## src/rtl/wb_regfile_csr_v2.sv

```systemverilog
// Writeback stage: GPR file, machine-mode CSRs, ecall/mret redirect.
// Optional macro WB_REGFILE_BYPASS_EN forwards the committing GPR write to same-cycle reads.
module wb_regfile_csr_v2 #(
  parameter int XLEN   = 64,
  parameter int NREG   = 32,
  parameter int AW     = 5,
  parameter int NRP    = 2,
  parameter int PC_W   = 32,
  parameter int HARTID = 0
) (
  input  logic                 clk,
  input  logic                 rst,
  input  logic                 mem_to_wb_valid,
  input  logic                 mem_flush,
  output logic                 wb_allowin,
  input  logic                 wb_stall,
  input  logic [PC_W-1:0]      in_pc,
  input  logic [AW-1:0]        in_rd,
  input  logic                 in_reg_wen,
  input  logic [XLEN-1:0]      in_wdata,
  input  logic [11:0]          in_csr_addr,
  input  logic [1:0]           in_csr_op,
  input  logic                 in_csr_imm,
  input  logic [4:0]           in_rs1,
  input  logic [XLEN-1:0]      in_csr_src,
  input  logic                 in_ecall,
  input  logic                 in_mret,
  input  logic [NRP*AW-1:0]    raddr,
  output logic [NRP*XLEN-1:0]  rdata,
  output logic                 wb_valid,
  output logic                 wb_commit,
  output logic [PC_W-1:0]      wb_pc,
  output logic [AW-1:0]        wb_rd,
  output logic                 wb_reg_wen,
  output logic [XLEN-1:0]      wb_reg_wdata,
  output logic                 redirect,
  output logic [PC_W-1:0]      redirect_pc,
  output logic [XLEN-1:0]      csr_mstatus,
  output logic [XLEN-1:0]      csr_mepc,
  output logic [XLEN-1:0]      csr_mtvec,
  output logic [XLEN-1:0]      csr_mcause
);

  typedef enum logic [1:0] {CSR_NONE = 2'd0, CSR_RW = 2'd1, CSR_RS = 2'd2, CSR_RC = 2'd3} csr_op_e;

  localparam logic [11:0] A_MSTATUS  = 12'h300;
  localparam logic [11:0] A_MIE      = 12'h304;
  localparam logic [11:0] A_MTVEC    = 12'h305;
  localparam logic [11:0] A_MSCRATCH = 12'h340;
  localparam logic [11:0] A_MEPC     = 12'h341;
  localparam logic [11:0] A_MCAUSE   = 12'h342;
  localparam logic [11:0] A_MIP      = 12'h344;
  localparam logic [11:0] A_MHARTID  = 12'hF14;

  logic            wen_q;
  logic [XLEN-1:0] wdata_q;
  logic [11:0]     csr_addr_q;
  csr_op_e         csr_op_q;
  logic            csr_imm_q;
  logic [4:0]      rs1_q;
  logic [XLEN-1:0] csr_src_q;
  logic            ecall_q;
  logic            mret_q;

  logic            st_mie, st_mpie;
  logic [XLEN-1:0] mie_r, mip_r, mscratch_r, mepc_r, mtvec_r, mcause_r;
  logic [XLEN-1:0] csr_old, csr_new, csr_src_sel;
  logic            csr_we;

  logic [XLEN-1:0] rf [NREG];

  assign wb_allowin = !wb_valid || !wb_stall;
  assign wb_commit  = wb_valid && !wb_stall;
  assign wb_reg_wen = wen_q && (wb_rd != '0);

  // NOTE: sequential state uses non-blocking assignments so every register samples pre-edge values.
  always_ff @(posedge clk) begin
    if (rst) begin
      wb_valid   <= 1'b0;
      wb_pc      <= '0;
      wb_rd      <= '0;
      wen_q      <= 1'b0;
      wdata_q    <= '0;
      csr_addr_q <= '0;
      csr_op_q   <= CSR_NONE;
      csr_imm_q  <= 1'b0;
      rs1_q      <= '0;
      csr_src_q  <= '0;
      ecall_q    <= 1'b0;
      mret_q     <= 1'b0;
    end else begin
      if (wb_allowin) wb_valid <= mem_to_wb_valid && !mem_flush;
      if (mem_to_wb_valid && wb_allowin) begin
        wb_pc      <= in_pc;
        wb_rd      <= in_rd;
        wen_q      <= in_reg_wen;
        wdata_q    <= in_wdata;
        csr_addr_q <= in_csr_addr;
        csr_op_q   <= csr_op_e'(in_csr_op);
        csr_imm_q  <= in_csr_imm;
        rs1_q      <= in_rs1;
        csr_src_q  <= in_csr_src;
        ecall_q    <= in_ecall;
        mret_q     <= in_mret;
      end
    end
  end

  assign csr_mstatus = XLEN'({2'b11, 3'b000, st_mpie, 3'b000, st_mie, 3'b000});
  assign csr_mepc    = mepc_r;
  assign csr_mtvec   = mtvec_r;
  assign csr_mcause  = mcause_r;

  always_comb begin
    // NOTE: default first so every path assigns csr_old and no latch is inferred.
    csr_old = '0;
    case (csr_addr_q)
      A_MSTATUS:  csr_old = csr_mstatus;
      A_MIE:      csr_old = mie_r;
      A_MTVEC:    csr_old = mtvec_r;
      A_MSCRATCH: csr_old = mscratch_r;
      A_MEPC:     csr_old = mepc_r;
      A_MCAUSE:   csr_old = mcause_r;
      A_MIP:      csr_old = mip_r;
      A_MHARTID:  csr_old = XLEN'(HARTID);
      default:    csr_old = '0;
    endcase
  end

  assign csr_src_sel = csr_imm_q ? XLEN'(rs1_q) : csr_src_q;

  always_comb begin
    csr_new = csr_src_sel;
    case (csr_op_q)
      CSR_RS:  csr_new = csr_old | csr_src_sel;
      CSR_RC:  csr_new = csr_old & ~csr_src_sel;
      default: csr_new = csr_src_sel;
    endcase
  end

  // Set/clear with a zero rs1 field is a pure read; trap flags override any CSR op.
  assign csr_we = wb_commit && !ecall_q && !mret_q && (csr_op_q != CSR_NONE) &&
                  ((csr_op_q == CSR_RW) || (rs1_q != '0));

  assign wb_reg_wdata = (csr_op_q != CSR_NONE) ? csr_old : wdata_q;

  always_ff @(posedge clk) begin
    if (rst) begin
      st_mie      <= 1'b0;
      st_mpie     <= 1'b0;
      mie_r       <= '0;
      mip_r       <= '0;
      mscratch_r  <= '0;
      mepc_r      <= '0;
      mtvec_r     <= '0;
      mcause_r    <= '0;
      redirect    <= 1'b0;
      redirect_pc <= '0;
    end else begin
      redirect <= wb_commit && (ecall_q || mret_q);
      if (wb_commit && ecall_q) begin
        mepc_r      <= XLEN'(wb_pc);
        mcause_r    <= XLEN'(11);
        st_mpie     <= st_mie;
        st_mie      <= 1'b0;
        redirect_pc <= mtvec_r[PC_W-1:0];
      end else if (wb_commit && mret_q) begin
        st_mie      <= st_mpie;
        st_mpie     <= 1'b1;
        redirect_pc <= mepc_r[PC_W-1:0];
      end else if (csr_we) begin
        case (csr_addr_q)
          A_MSTATUS: begin
            st_mie  <= csr_new[3];
            st_mpie <= csr_new[7];
          end
          A_MIE:      mie_r      <= csr_new;
          A_MTVEC:    mtvec_r    <= csr_new;
          A_MSCRATCH: mscratch_r <= csr_new;
          A_MEPC:     mepc_r     <= csr_new;
          A_MCAUSE:   mcause_r   <= csr_new;
          A_MIP:      mip_r      <= csr_new;
          default:    ;
        endcase
      end
    end
  end

  // NOTE: the register array has no reset so it can map onto RAM; x0 is masked on read.
  always_ff @(posedge clk) begin
    if (!rst && wb_commit && wb_reg_wen) rf[wb_rd] <= wb_reg_wdata;
  end

  for (genvar gi = 0; gi < NRP; gi++) begin : g_rd
    logic [AW-1:0]   ra;
    logic [XLEN-1:0] rv;
    assign ra = raddr[gi*AW +: AW];
    always_comb begin
      rv = (ra == '0) ? '0 : rf[ra];
`ifdef WB_REGFILE_BYPASS_EN
      if (wb_commit && wb_reg_wen && (ra == wb_rd)) rv = wb_reg_wdata;
`endif
    end
    assign rdata[gi*XLEN +: XLEN] = rv;
  end

endmodule

```

## config.mk

```make
export PLATFORM = sky130hd
export DESIGN_NAME = wb_regfile_csr_v2
export DESIGN_NICKNAME = d
export VERILOG_FILES = /design/src/rtl/wb_regfile_csr_v2.sv
export SDC_FILE = /design/constraint.sdc
export NUM_CORES = 2
export LEC_CHECK = 0
export CAP_MARGIN = 20
export CORE_ASPECT_RATIO = 0.5
export CORE_UTILIZATION = 45
export CTS_CLUSTER_DIAMETER = 150
export DETAILED_ROUTE_END_ITERATION = 10
export PLACE_DENSITY_LB_ADDON = 0.2
export SYNTH_ARGS = -nofsm -noshare
export SYNTH_HDL_FRONTEND = slang
export SYNTH_SLANG_ARGS = --single-unit
```

## constraint.sdc

```tcl
create_clock -name clk -period 5.51 [get_ports clk]
set_clock_uncertainty 0.15 [all_clocks]
set_input_delay 1.102 -clock clk [delete_from_list [all_inputs] [get_ports clk]]
set_output_delay 1.102 -clock clk [all_outputs]
set_load 0.005 [all_outputs]
```

After elaboration in Yosys (flattened, before gate mapping)
Memories as Yosys holds them, arrays and structs flattened.
Cells that the tools add are included.

storage, ports and cells
  bits in registers = 608
  RAM bits = 2,048
  output and inout bits = 522
  logic and storage cells = 112
  memories kept = 1

cells by class
  equality and inequality tests = 11
  muxes and demuxes = 25
  bitwise logic cells = 5
  reductions and logical operators = 46

memory list
  name  depth  bits a word  read ports  clocked after memory_dff  write ports  RTL line  RTL
  rf    32     64           2           0                         1            70        logic [XLEN-1:0] rf [NREG];

operators with widths
  operator                                                count
  case mux 64 bit (7 select lines)                        1
  2-to-1 mux 64 bit                                       4
  2-to-1 mux 32 bit                                       6
  case mux 64 bit (2 select lines)                        1
  equality test 12 x 10 -> 1 bit (second input constant)  7
  AND 64 bit                                              1
  NOT 64 bit                                              1
  bitwise OR 64 bit                                       1
  2-to-1 mux 4 bit                                        4
  AND reduction 4 bit                                     4
  nonzero test 2 bit                                      7
  logical AND 1 bit                                       13
  AND reduction 3 bit                                     4
  logical NOT 5 bit                                       2
  nonzero test 5 bit                                      2
  2-to-1 mux 1 bit                                        9
  logical NOT 1 bit                                       6
  nonzero test 3 bit                                      2
  equality test 2 bit (second input constant)             2
  AND reduction 2 bit                                     2
  logical OR 1 bit                                        3
  equality test 2 x 1 -> 1 bit (second input constant)    1
  inequality test 2 bit (second input constant)           1
  NOT 1 bit                                               2
  OR reduction 2 bit                                      1

Longest topological paths before layout
  depth after elaboration = 9
  depth in mapped cells = 11
  mapped depth without buffers = 6

Worst setup path after synthesis
No wires, ideal clock.

  path kind = input -> register
  from = in wb_stall
  to = mem rf[12][0] (enable)
  setup time = 0.487 ns
  data arrival time = 4.591 ns
  data required time = 4.873 ns
  path slack = 0.283 ns
  stages on the path = 4
  cells stage by stage = nor2b_1 clkbuf_1 nand4b_1 nor2_1

between the ends
  cells in the longest elaborated chain, start to end = 6

RTL lines
  element                                 RTL line  RTL
  start: declaration                      16        input logic wb_stall,
  logical NOT 1 bit                       73        assign wb_commit = wb_valid && !wb_stall;
  logical AND 1 bit                       73
  logical AND 1 bit (2 in series)         191       if (!rst && wb_commit && wb_reg_wen) rf[wb_rd] <= wb_reg_wdata;
  2-to-1 mux 1 bit                        191
  2-to-1 mux 1 bit (not written as such)  191
  end: declaration                        70

No other way between the ends.

Final worst setup path
  from = reg csr_addr_q[5]
  to = out wb_reg_wdata[40]

between the ends
  cells in the longest elaborated chain, start to end = 3
  elaborated cells on any way between the ends = 9

RTL lines
  element                               RTL line  RTL
  start: declaration                    57        logic [11:0] csr_addr_q;
  start signal: assignment              98        csr_addr_q <= in_csr_addr;
  equality test 12 x 10 -> 1 bit        117       case (csr_addr_q)
  case mux 64 bit (7 select lines) (*)  117
  2-to-1 mux 64 bit (*)                 145       assign wb_reg_wdata = (csr_op_q != CSR_NONE) ? csr_old : wdata_q;
  end: declaration                      35        output logic [XLEN-1:0] wb_reg_wdata,

Every way passes the cells marked *; elsewhere a longest branch is shown, timed or not.

==> summary.txt <==
Flow run
  • Max cap viols: 0

Die
  • Cell Rows: 134
  • I/O Pins: 725
  • Die Y: 369 µm
  • Width of the die: 736 µm
  • Overall die area: between 0.2 and 0.3 mm²
  • Starting Density: a little under half
  • Core Box Area: 0.267 mm²

Drt
  • Routed met1 length: 169000 µm
  • Met2 WL: 190000 µm
  • Antenna Nets Post-Route: 0
  • Drt wl/cell: roughly 34 µm
  • Post-Route WL: roughly 420000 µm
  • Routed vias/inst: 6.55
  • TritonRoute pass-1 iters: 9
  • Max Used Layer: met5
  • Drt initial violations: between 10000 and 15000
  • WL met3: 46300 µm
  • Via Count: 80382
  • DRC violations left: 2

Yosys
  • FFs w/ async S/R, synth: 0%
  • Synth cell types: 75
  • Main flop type after synthesis: edfxtp_1
  • Yosys top cell by area: edfxtp_1
  • Most numerous cell in the Yosys netlist: edfxtp_1
  • Synthesized flop and latch total: 2656
  • Synthesized cell area: 0.121 mm²
  • Syn Inst Count: 7638
  • Mean Syn Cell Area: 15.9 µm²
  • YS warnings: 0
  • Sequential fraction of the synthesis area: 60.7%
  • EDFF count, synth: 2048
  • Yosys top cell area share: 50.7%
  • Synth cell count leaders: edfxtp_1, mux4_2, nand2_1
  • Top post-synthesis cells by area: edfxtp_1, mux4_2, dfxtp_1

Run status
  • Status: complete, but fails checks
  • Violated checks: design-rule violations

Power
  • Leak: roughly 46 nW
  • Power Density: 306 mW/mm²
  • VDD IR-drop max: 0.000249 V

CTS
  • Clock-pin transition on the worst setup and hold timing paths: 60 ps
  • # clock sinks: 2656
  • CTS max path bufs: 4
  • Later-pin clock latency in the skew report: 910 ps
  • CTS tree: done
  • CTS Buf Count: 244
  • H-tree levels: 4
  • Clk Tree Root Cell: clkbuf_16

Worst setup path
  • Crit end category: output pin
  • Data required, critical path: 4260 ps
  • Crit path launch type: flop
  • Kind of critical path: flop to output pin
  • Critical path, cell by cell: or4_4 > buf_4 > nor4b_4 > buf_12 > a221oi_1 > a31oi_2 > clkdlybuf4s50_1
  • CP max stage cell: or4_4
  • WP data arrival: 4260 ps
  • Worst Path Max Fanout: 33
  • Critical path's largest stage delay: 620 ps

STA
  • Final Critical Period: 5510 ps
  • Final Cycle Share: between 90% and 100%
  • Hold_ws: 301 ps
  • Final max-slew violation count: 0
  • Setup violations, final: 0
  • Final setup TNS: 0 ps
  • Slew headroom: 19.1%
  • Fmax: 182 MHz
  • Final Hold Viols: 0
  • RSZ-0062 raised after global routing: no
  • Worst-Margin Slew: 1210 ps

Global routing
  • Antenna violations before repair: 27
  • Pin count of the biggest net entering global routing: 202
  • Global-route wire length before repair: 586000 µm
  • Congestion Overflow GR: 0
  • Tot GR Track Use: between 30% and 40%
  • Vias in the first global route: 77188

Worst hold path
  • Hold WC Path Type: flop to flop

Place
  • Placer Congestion: 0.900
  • DP Wirelength: between 200000 and 300000 µm
  • IO Port Bufs: about 660

Layout
  • Fillers: 21324
  • Nets: 8668
  • Final core utilization: between 50% and 60%
  • Area grow syn2layout: 19.2%
  • Layout cells sized above 1: between 20 and 30%
## layout by cell type (no fill, tap or decap), types with 11 or more instances in the layout
master           count
buf_4              342
nor4_1              39
clkdlybuf4s50_1    649
a22oi_1            173
clkinv_1            50
nand3b_1           248
nand2b_1            63
edfxtp_1          2048
a311oi_1            26
nor3_1              14
mux4_2            1161
a221oi_1            32
bufinv_16           27
a211oi_1            43
mux2_2             272
nand3_1            117
nor2b_1             16
a21oi_1            302
a31oi_2             11
clkinvlp_4          13
mux2i_1             81
conb_1             126
clkinv_2            44
o22ai_1             35
o211ai_1            16
nor2_4              38
dfxtp_1            603
inv_1               11
a31oi_4             27
buf_12             146
diode_2             16
clkbuf_16          246
nand2_1            854
a31oi_1             11
clkbuf_1            41
o21ai_0            255
nor2_1             216
o21ai_1             32
## final cells by class
class | instances | area (µm²) | share of cell area [%]
Antenna cell | 16 | 40.0 | 0.0277
Clock buffer | 294 | 6410 | 4.43
Inverter | 12 | 52.6 | 0.0364
Sequential cell | 2656 | 73700 | 51.0
Tap cell | 3604 | 4510 | 3.12
Timing Repair Buffer | 1154 | 12200 | 8.44
Clock inverter | 148 | 1460 | 1.01
Multi-Input combinational cell | 4397 | 46200 | 32.0
## critical path: cells and delay by family, from the launching register on
family                 cells  cell delay (ps)
AND/OR/NAND/NOR            2              940
flip-flops                 1              440
AO/OA/AOI/OAI              2              770
buffers and inverters      3             1150
## metrics by stage
stage	instances	cell area [µm²]	total power, mW	worst slack [ps]
final	12281	145000	44.2	1.03
after global routing	12278	145000	45.3	2.00
after CTS	12256	144000	44.3	2.67
after detailed placement	11798	136000	27.2	272
after global placement	11798	136000	27.2	256
after floorplan	7762	122000	25.0	283
## worst paths after layout
check	from	to	slack, ps	depth (start not counted)
worst min register to register	mscratch_r[50]$_SDFFE_PP0P_	mscratch_r[50]$_SDFFE_PP0P_	300	2
worst min-delay path	mscratch_r[50]$_SDFFE_PP0P_	mscratch_r[50]$_SDFFE_PP0P_	300	2
worst max-delay path	csr_addr_q[5]$_SDFFE_PP0P_	wb_reg_wdata[40]	1	7
worst max register to register	csr_op_q[1]$_SDFFE_PP0P_	csr_mepc[3]$_SDFFE_PP0P_	1780	6
## state kept, by name, indices dropped and copies added (netlist names), 64 cells and up
signal      flops
csr_mcause     64
wdata_q        64
csr_mepc       64
rf           2048
mscratch_r     64
mie_r          64
csr_mtvec      64
mip_r          64
csr_src_q      64
## where the power goes
part / leakage, nW / internal, mW / switching [mW]
clock network: 3.83 / 9.51 / 7.82
registers: 23.4 / 22.0 / 0.116
logic: 18.9 / 2.02 / 2.69
total: 46.2 / 33.6 / 10.6
## kinds of logic after synthesis
kind of cell	share of synthesized area, %
flip-flops	60.7
multiplexers	24.7
other	0.00619
AO/OA/AOI/OAI	5.42
buffers and inverters	2.47
AND/OR/NAND/NOR	6.62
## per-layer routing
metal	track usage [%]	vias to the layer above
li1	-	32275
met1	43.6	42583
met2	45.8	4812
met3	6.99	702
met4	9.80	10
met5	0	-
## repair_timing
action	in CTS	in global routing
pin swaps	8	10
gates cloned	1	0
resized for setup	21	7
hold buffers	0	0
buffers inserted	15	8
setup endpoints to repair	58	28
(Power assumes the default switching activity.)
